$ cat config.mk
export PLATFORM = sky130hd
export DESIGN_NAME = sram_req_arbiter
export DESIGN_NICKNAME = d
export VERILOG_FILES = /design/src/rtl/sram_req_arbiter.sv
export SDC_FILE = /design/constraint.sdc
export NUM_CORES = 1
export LEC_CHECK = 0
export ABC_AREA = 0
export BUFFER_PORTS_ARGS = -buffer_cell sky130_fd_sc_hd__buf_2
export CAP_MARGIN = 20
export CORE_AREA = 2 2 124 126
export DETAILED_ROUTE_END_ITERATION = 7
export DIE_AREA = 0 0 126 128
export GPL_ROUTABILITY_DRIVEN = 0
export HOLD_SLACK_MARGIN = 0.15
export PLACE_DENSITY = 0.51
export SETUP_SLACK_MARGIN = 0.05
export SYNTH_ARGS = -nofsm -noshare
export SYNTH_HDL_FRONTEND = slang
export SYNTH_SLANG_ARGS = --single-unit
$ cat constraint.sdc
create_clock -name clk -period 3.65 [get_ports clk]
set_input_delay 0.5475 -clock clk [delete_from_list [all_inputs] [get_ports clk]]
set_output_delay 0.5475 -clock clk [all_outputs]
set_load 0.01 [all_outputs]
$ cat src/rtl/sram_req_arbiter.sv
// Shares one SRAM-like port between instruction fetch and MEM-stage data requests,
// tracking accepted transactions in order so each response returns to its owner.
module sram_req_arbiter #(
    parameter int DEPTH        = 4,
    parameter int STARVE_LIMIT = 4
) (
    input  logic        clk,
    input  logic        rst,

    input  logic        inst_req,
    input  logic        inst_wr,
    input  logic [1:0]  inst_size,
    input  logic [3:0]  inst_wstrb,
    input  logic [31:0] inst_addr,
    input  logic [31:0] inst_wdata,
    output logic        inst_addr_ok,
    output logic        inst_data_ok,
    output logic [31:0] inst_rdata,

    input  logic        data_req,
    input  logic        data_wr,
    input  logic [1:0]  data_size,
    input  logic [3:0]  data_wstrb,
    input  logic [31:0] data_addr,
    input  logic [31:0] data_wdata,
    output logic        data_addr_ok,
    output logic        data_data_ok,
    output logic [31:0] data_rdata,

    input  logic        inst_cancel,

    output logic        mem_req,
    output logic        mem_wr,
    output logic [1:0]  mem_size,
    output logic [3:0]  mem_wstrb,
    output logic [31:0] mem_addr,
    output logic [31:0] mem_wdata,
    input  logic        mem_addr_ok,
    input  logic        mem_data_ok,
    input  logic [31:0] mem_rdata
);

    localparam int PTR_W = $clog2(DEPTH);
    localparam int CNT_W = PTR_W + 1;
    localparam int SC_W  = $clog2(STARVE_LIMIT + 1);

    typedef enum logic {
        SRC_INST = 1'b0,
        SRC_DATA = 1'b1
    } src_t;

    typedef enum logic {
        UNLOCKED = 1'b0,
        LOCKED   = 1'b1
    } lock_state_t;

    lock_state_t      lock_state, lock_next;
    src_t             lock_id, lock_id_next;
    src_t             sel;

    logic [SC_W-1:0]  starve_cnt;
    logic             starved;

    logic [DEPTH-1:0] fifo_is_data, fifo_is_data_next;
    logic [DEPTH-1:0] fifo_drop, fifo_drop_next;
    logic [DEPTH-1:0] entry_valid;
    logic [PTR_W-1:0] wr_ptr, rd_ptr;
    logic [CNT_W-1:0] count;
    logic [PTR_W-1:0] offs;

    logic             full;
    logic             accept;
    logic             push, pop;
    logic             head_is_data, head_drop;

    assign full    = (count == CNT_W'(DEPTH));
    assign starved = (starve_cnt == SC_W'(STARVE_LIMIT));

    // A locked port keeps its owner until accepted so the payload never changes mid-handshake.
    always_comb begin
        sel = SRC_DATA;
        if (lock_state == LOCKED) begin
            sel = lock_id;
        end else if (inst_req && (!data_req || starved)) begin
            sel = SRC_INST;
        end
    end

    assign mem_req      = !rst && (inst_req || data_req) && !full;
    assign accept       = mem_req && mem_addr_ok;
    assign inst_addr_ok = accept && (sel == SRC_INST);
    assign data_addr_ok = accept && (sel == SRC_DATA);

    always_comb begin
        mem_wr    = data_wr;
        mem_size  = data_size;
        mem_wstrb = data_wstrb;
        mem_addr  = data_addr;
        mem_wdata = data_wdata;
        if (sel == SRC_INST) begin
            mem_wr    = inst_wr;
            mem_size  = inst_size;
            mem_wstrb = inst_wstrb;
            mem_addr  = inst_addr;
            mem_wdata = inst_wdata;
        end
    end

    always_comb begin
        lock_next    = lock_state;
        lock_id_next = lock_id;
        if (mem_req) begin
            if (mem_addr_ok) begin
                lock_next = UNLOCKED;
            end else begin
                lock_next    = LOCKED;
                lock_id_next = sel;
            end
        end
    end

    always_ff @(posedge clk) begin
        if (rst) begin
            lock_state <= UNLOCKED;
            lock_id    <= SRC_INST;
        end else begin
            lock_state <= lock_next;
            lock_id    <= lock_id_next;
        end
    end

    always_ff @(posedge clk) begin
        if (rst) begin
            starve_cnt <= '0;
        end else if (!inst_req || inst_addr_ok) begin
            starve_cnt <= '0;
        end else if (data_addr_ok && !starved) begin
            starve_cnt <= starve_cnt + SC_W'(1);
        end
    end

    assign push         = accept;
    assign pop          = !rst && mem_data_ok && (count != '0);
    assign head_is_data = fifo_is_data[rd_ptr];
    assign head_drop    = fifo_drop[rd_ptr];

    assign inst_data_ok = pop && !head_is_data && !head_drop && !inst_cancel;
    assign data_data_ok = pop && head_is_data;
    assign inst_rdata   = mem_rdata;
    assign data_rdata   = mem_rdata;

    // Entry i is live when its distance from the head (mod DEPTH) is below count.
    always_comb begin
        entry_valid = '0;
        offs        = '0;
        for (int i = 0; i < DEPTH; i++) begin
            offs           = PTR_W'(i) - rd_ptr;
            entry_valid[i] = ({1'b0, offs} < count);
        end
    end

    always_comb begin
        fifo_is_data_next = fifo_is_data;
        fifo_drop_next    = fifo_drop;
        if (inst_cancel) begin
            fifo_drop_next = fifo_drop | (entry_valid & ~fifo_is_data);
        end
        if (push) begin
            fifo_is_data_next[wr_ptr] = (sel == SRC_DATA);
            fifo_drop_next[wr_ptr]    = inst_cancel && (sel == SRC_INST);
        end
    end

    always_ff @(posedge clk) begin
        if (rst) begin
            wr_ptr       <= '0;
            rd_ptr       <= '0;
            count        <= '0;
            fifo_is_data <= '0;
            fifo_drop    <= '0;
        end else begin
            fifo_is_data <= fifo_is_data_next;
            fifo_drop    <= fifo_drop_next;
            if (push) begin
                wr_ptr <= wr_ptr + PTR_W'(1);
            end
            if (pop) begin
                rd_ptr <= rd_ptr + PTR_W'(1);
            end
            if (push && !pop) begin
                count <= count + CNT_W'(1);
            end else if (pop && !push) begin
                count <= count - CNT_W'(1);
            end
        end
    end

    a_single_accept: assert property (@(posedge clk) disable iff (rst)
        !(inst_addr_ok && data_addr_ok));
    a_count_bound: assert property (@(posedge clk) disable iff (rst)
        count <= CNT_W'(DEPTH));

endmodule

After elaboration in Yosys (flattened, before gate mapping)
Index checks and enable logic that the tools add are counted.

word-level totals
  register bits after elaboration = 20
  input port bits = 181
  output and inout port bits = 140
  word-level logic and storage cells = 85

cells by class
  add/sub/neg operators = 9
  order comparisons = 7
  equality and inequality tests = 2
  muxes and demuxes = 20
  bitwise operators = 5
  reduce and logical (&&, ||, !) cells = 34

operators by type and width
  kind                   count
  $mux W32               2
  $logic_and A1 B1 Y1    17
  $lt A2 B3 Y1           4
  $mux W4                3
  $logic_not A1 Y1       10
  $bwmux W4              2
  $mux W1                7
  $add A3 B1 Y3 const B  2
  $eq A3 B3 Y1 const B   2
  $lt A2 B3 Y1 const B   2
  $mux W3                2
  $add A2 B1 Y2 const B  2
  $and A4 B4 Y4          1
  $bmux W1 S2            2
  $not A4 Y4             1
  $or A4 B4 Y4           1
  $sub A1 B2 Y2 const A  2
  $sub A2 B2 Y2 const A  2
  $logic_or A1 B1 Y1     3
  $reduce_bool A3 Y1     1
  $sub A3 B1 Y3 const B  1
  $demux W1 S2           1
  $ge A2 B1 Y1 const B   1
  $mux W2                1
  other kinds (4)        5

Depth between registers and ports, before layout
  depth in word-level cells = 9
  mapped depth = 10
  gate-level depth less buffers = 9

Worst setup path before layout
No wires, ideal clock.

  kind = input to register
  start = input port rst
  end = register count[2]
  setup time = 0.071 ns
  arrival time = 2.343 ns
  required time = 3.579 ns
  slack = 1.236 ns
  cell stages on the path = 10
  buffers on the path = 1
  cell sequence = o21ba_2 -> clkbuf_2 -> nand3_4 -> inv_2 -> ha_1 -> inv_1 -> fa_1 -> xor2_1 -> or3_1 -> a21oi_1

on the way
  word-level cells in the longest chain between the ends = 7
  elaborated cells between the ends (all ways) = 12
  those cells by class = mux (1); reduce/logical (11)

ends and longest elaborated chain
  element                              line  source
  start: declaration                   8     input logic rst,
  $logic_not A1 Y1 *                   89    assign mem_req = !rst && (inst_req || data_req) && !full;
  $logic_and A1 B1 Y1 * (2 in series)  89
  $logic_and A1 B1 Y1 *                90    assign accept = mem_req && mem_addr_ok;
  via accept                           72    logic accept;
  $logic_not A1 Y1                     192   end else if (pop && !push) begin
  $logic_and A1 B1 Y1                  192
  $reduce_bool A2 Y1 (no line)         -
  end signal: assignment               191   count <= count + CNT_W'(1);
  end signal: assignment               193   count <= count - CNT_W'(1);
  end: declaration                     68    logic [CNT_W-1:0] count;

The timed path passes the listed nets; every way through them passes the cells marked *.
A chain may end at the register's enable or synchronous reset.

Worst setup path in the final report
  start = register starve_cnt[0]
  end = output port mem_wdata[6]

on the way
  word-level cells in the longest chain between the ends = 6

ends and longest elaborated chain
  element                   line  source
  start: declaration        61    logic [SC_W-1:0] starve_cnt;
  start signal: assignment  138   starve_cnt <= starve_cnt + SC_W'(1);
  $eq A3 B3 Y1              77    assign starved = (starve_cnt == SC_W'(STARVE_LIMIT));
  $logic_or A1 B1 Y1        84    end else if (inst_req && (!data_req || starved)) begin
  $logic_and A1 B1 Y1       84
  $mux W1                   84
  $mux W1                   82    if (lock_state == LOCKED) begin
  $mux W32                  100   if (sel == SRC_INST) begin
  end: declaration          37    output logic [31:0] mem_wdata,

Every way passes these cells.

==> flow_summary.json <==
{
  "clk_latency_ps": 260,
  "num_rows": 45,
  "fin_crit_ps": 2780,
  "final_core_util_pct": 23.9,
  "routedWlPerCell_um": 15.2,
  "clock_skew_ps": 6.32,
  "gr-total-overflow": 0,
  "max_cap_viol_count": 0,
  "syn_to_final_growth_pct": 36.8,
  "drive_gt1_share_pct": 41.3,
  "total_power_mw": 1.30,
  "antenna_found_initial": 0,
  "drtIter0Drc": 140,
  "fp.dieArea_um2": 16100,
  "syn_area_um2": 2590,
  "grt_pass1_wl_um": 16200,
  "rsz0062_at_grt": "false",
  "syn_area_per_cell_um2": 5.93,
  "synth_top_cell_by_area": "nand2_1",
  "min_period_over_period_pct": 76.3,
  "io_buffers": 224,
  "reg2reg_from": "count[0]",
  "drv_slew": 0,
  "first_global_vias": 2742,
  "finalWorstSetupSlack_ps": 866,
  "vias": 3100,
  "seqCellArea_um2": 400,
  "startpoint": "starve_cnt[0]",
  "final_area_um2": 3550,
  "hp-class": "reg2reg",
  "critPathBufInv": 3,
  "final-setup-viol-count": 0,
  "synth_top_area_share_pct": 32.0,
  "pre_cts_slack_ps": 1010,
  "yosys-top-cells-count": "nand2_1 (221), buf_4 (65), dfxtp_1 (20), a21oi_1 (16)",
  "stdcell_count": 771,
  "drc": 0,
  "worst_slew_pin_slew_ps": 569,
  "path_max_fanout": 47,
  "crit_slowest_cell": "buf_4",
  "ir_worst_vdd_v": 0.000238,
  "leakage_nw": 2.06,
  "die_h_um": 128,
  "antenna_cells": 0,
  "ys_ff_latch": 20,
  "cts_tree": "done",
  "synth-main-ff-cell": "dfxtp_1",
  "relSlewSlack_pct": 62.1,
  "crit_type": "reg2out",
  "ios": 321,
  "wirelength_um": 11700,
  "path_cells": "inv_1 > ha_1 > nand2_1 > a221oi_4 > buf_4 > nand2_1 > nand2_1 > buf_2",
  "crit_end": "mem_wdata[6]",
  "syn_nets": 630,
  "dp.cells": 767,
  "initial_core_util_pct": 17.4,
  "ys_seq_area_share_pct": 15.4,
  "r2r-end": "count[2]",
  "dpl-instance-area_um2": 3440,
  "grt_max_degree": 48,
  "nNetsFinal": 777,
  "hpwl_um": 9800,
  "hold-worst-slack_ps": 473,
  "htreeDepth": 1,
  "cp_num_cells": 8,
  "cts_root_buffer": "clkbuf_16",
  "setup-tns-final_ps": 0,
  "synth_most_common_cell": "nand2_1",
  "synth.distinct_cells": 40,
  "critPathMaxStageDelay_ps": 470,
  "cts_resized": 0,
  "p_per_area_nw_per_um2": 368,
  "crit_family": "buffers and inverters",
  "viasPerCell": 4.02,
  "cp.required_ps": 3100,
  "die_w_um": 126,
  "netlist_instances": 437,
  "core_area_um2": 14900,
  "synthTopCellsByArea": "nand2_1 (32%), buf_4 (19%), dfxtp_1 (15%), ha_1 (5.3%), a21oi_1 (3.1%)",
  "crit_path_end_kind": "primary output",
  "grt_usage_pct": 13.1,
  "fillers": 1684,
  "cts_made_buffers": 3,
  "synth-edff-count": 0,
  "postCtsSetupRepairBufs": 0,
  "cpMostUsedCell": "nand2_1",
  "min_from": "fifo_drop[3]",
  "r2r_slack_ps": 1120,
  "hold_viol_final": 0,
  "multi_input_area_um2": 1580,
  "postCtsHoldBufs": 0,
  "rr_worst_depth": 9,
  "ys_warn_count": 0,
  "synthArstFlopShare_pct": 0,
  "startpoint_type": "register",
  "clkTransAtPathRegs_ps": 60,
  "first_pass_iters": 4,
  "max-clock-path-buffers": 2,
  "status": "completed",
  "clkSinkCount": 20,
  "worstPathArrival_ps": 2240,
  "ant_nets": 0,
  "fmax_mhz": 359
}
==> kinds of logic (layout without fill, tap and decap cells) <==
family | Yosys count | in the layout | share of synthesized area (%)
AO/OA/AOI/OAI | 33 | 33 | 8.01
XOR/XNOR | 6 | 6 | 2.03
adder cells (fa/ha/maj) | 12 | 12 | 6.08
buffers and inverters | 99 | 245 | 24.2
flip-flops | 20 | 20 | 15.4
multiplexers | 4 | 4 | 2.51
AND/OR/NAND/NOR | 263 | 263 | 41.7
==> cell usage in the layout, fill, tap and decap left out, types with 3 or more instances in the layout <==
cell type / instances
xor2_1: 3
buf_2: 224
nand4_1: 6
nor2b_1: 5
nor2_1: 11
inv_1: 11
buf_4: 3
xnor2_1: 3
clkbuf_16: 3
nand3_1: 4
ha_1: 11
nand3b_1: 3
dfxtp_1: 20
a21oi_1: 16
a211oi_1: 3
o21ai_0: 5
nand2_1: 221
==> layer usage <==
layer	up-vias	GRT usage (%)	share of wire [%]
li1	1601	-	-
met1	1292	17.9	43
met2	170	19.0	42
met3	37	4.76	12
met4	0	4.59	2.8
met5	-	0	0
==> worst min-delay path by stage <==
stage | endpoint | slack [ps] | cells after the start
after floorplan | fifo_drop[3] | 440 | 2
after global placement | fifo_drop[3] | 460 | 2
after detailed placement | fifo_drop[3] | 460 | 2
after CTS | fifo_drop[3] | 480 | 2
after global routing | fifo_drop[3] | 510 | 2
final | fifo_drop[3] | 470 | 2
==> worst min-delay path: stages (launching register included) <==
cell,delay [ps]
dfxtp_1,310
inv_1,50
a311oi_1,70
==> where the power goes <==
group	internal [mW]	leakage (nW)	total (mW)	switching, mW
clock network	0.218	0.0511	0.305	0.0874
registers	0.254	0.163	0.305	0.0504
logic	0.306	1.84	0.695	0.389
total	0.778	2.06	1.30	0.527
==> flip-flops by register name, summed over array words and instances (netlist names) <==
signal,cells
count,3
fifo_drop,4
fifo_is_data,4
lock_id,1
lock_state,1
rd_ptr,2
starve_cnt,3
wr_ptr,2
==> cell type report <==
class	count	area share [%]
sequential	20	11.3
clock buffer	3	2.12
inverter	12	1.27
tap	188	6.63
clock inverter	1	0.847
timing repair buffer	229	33.4
multi-input combinational	318	44.5
Power figures use the tool's default switching activity.
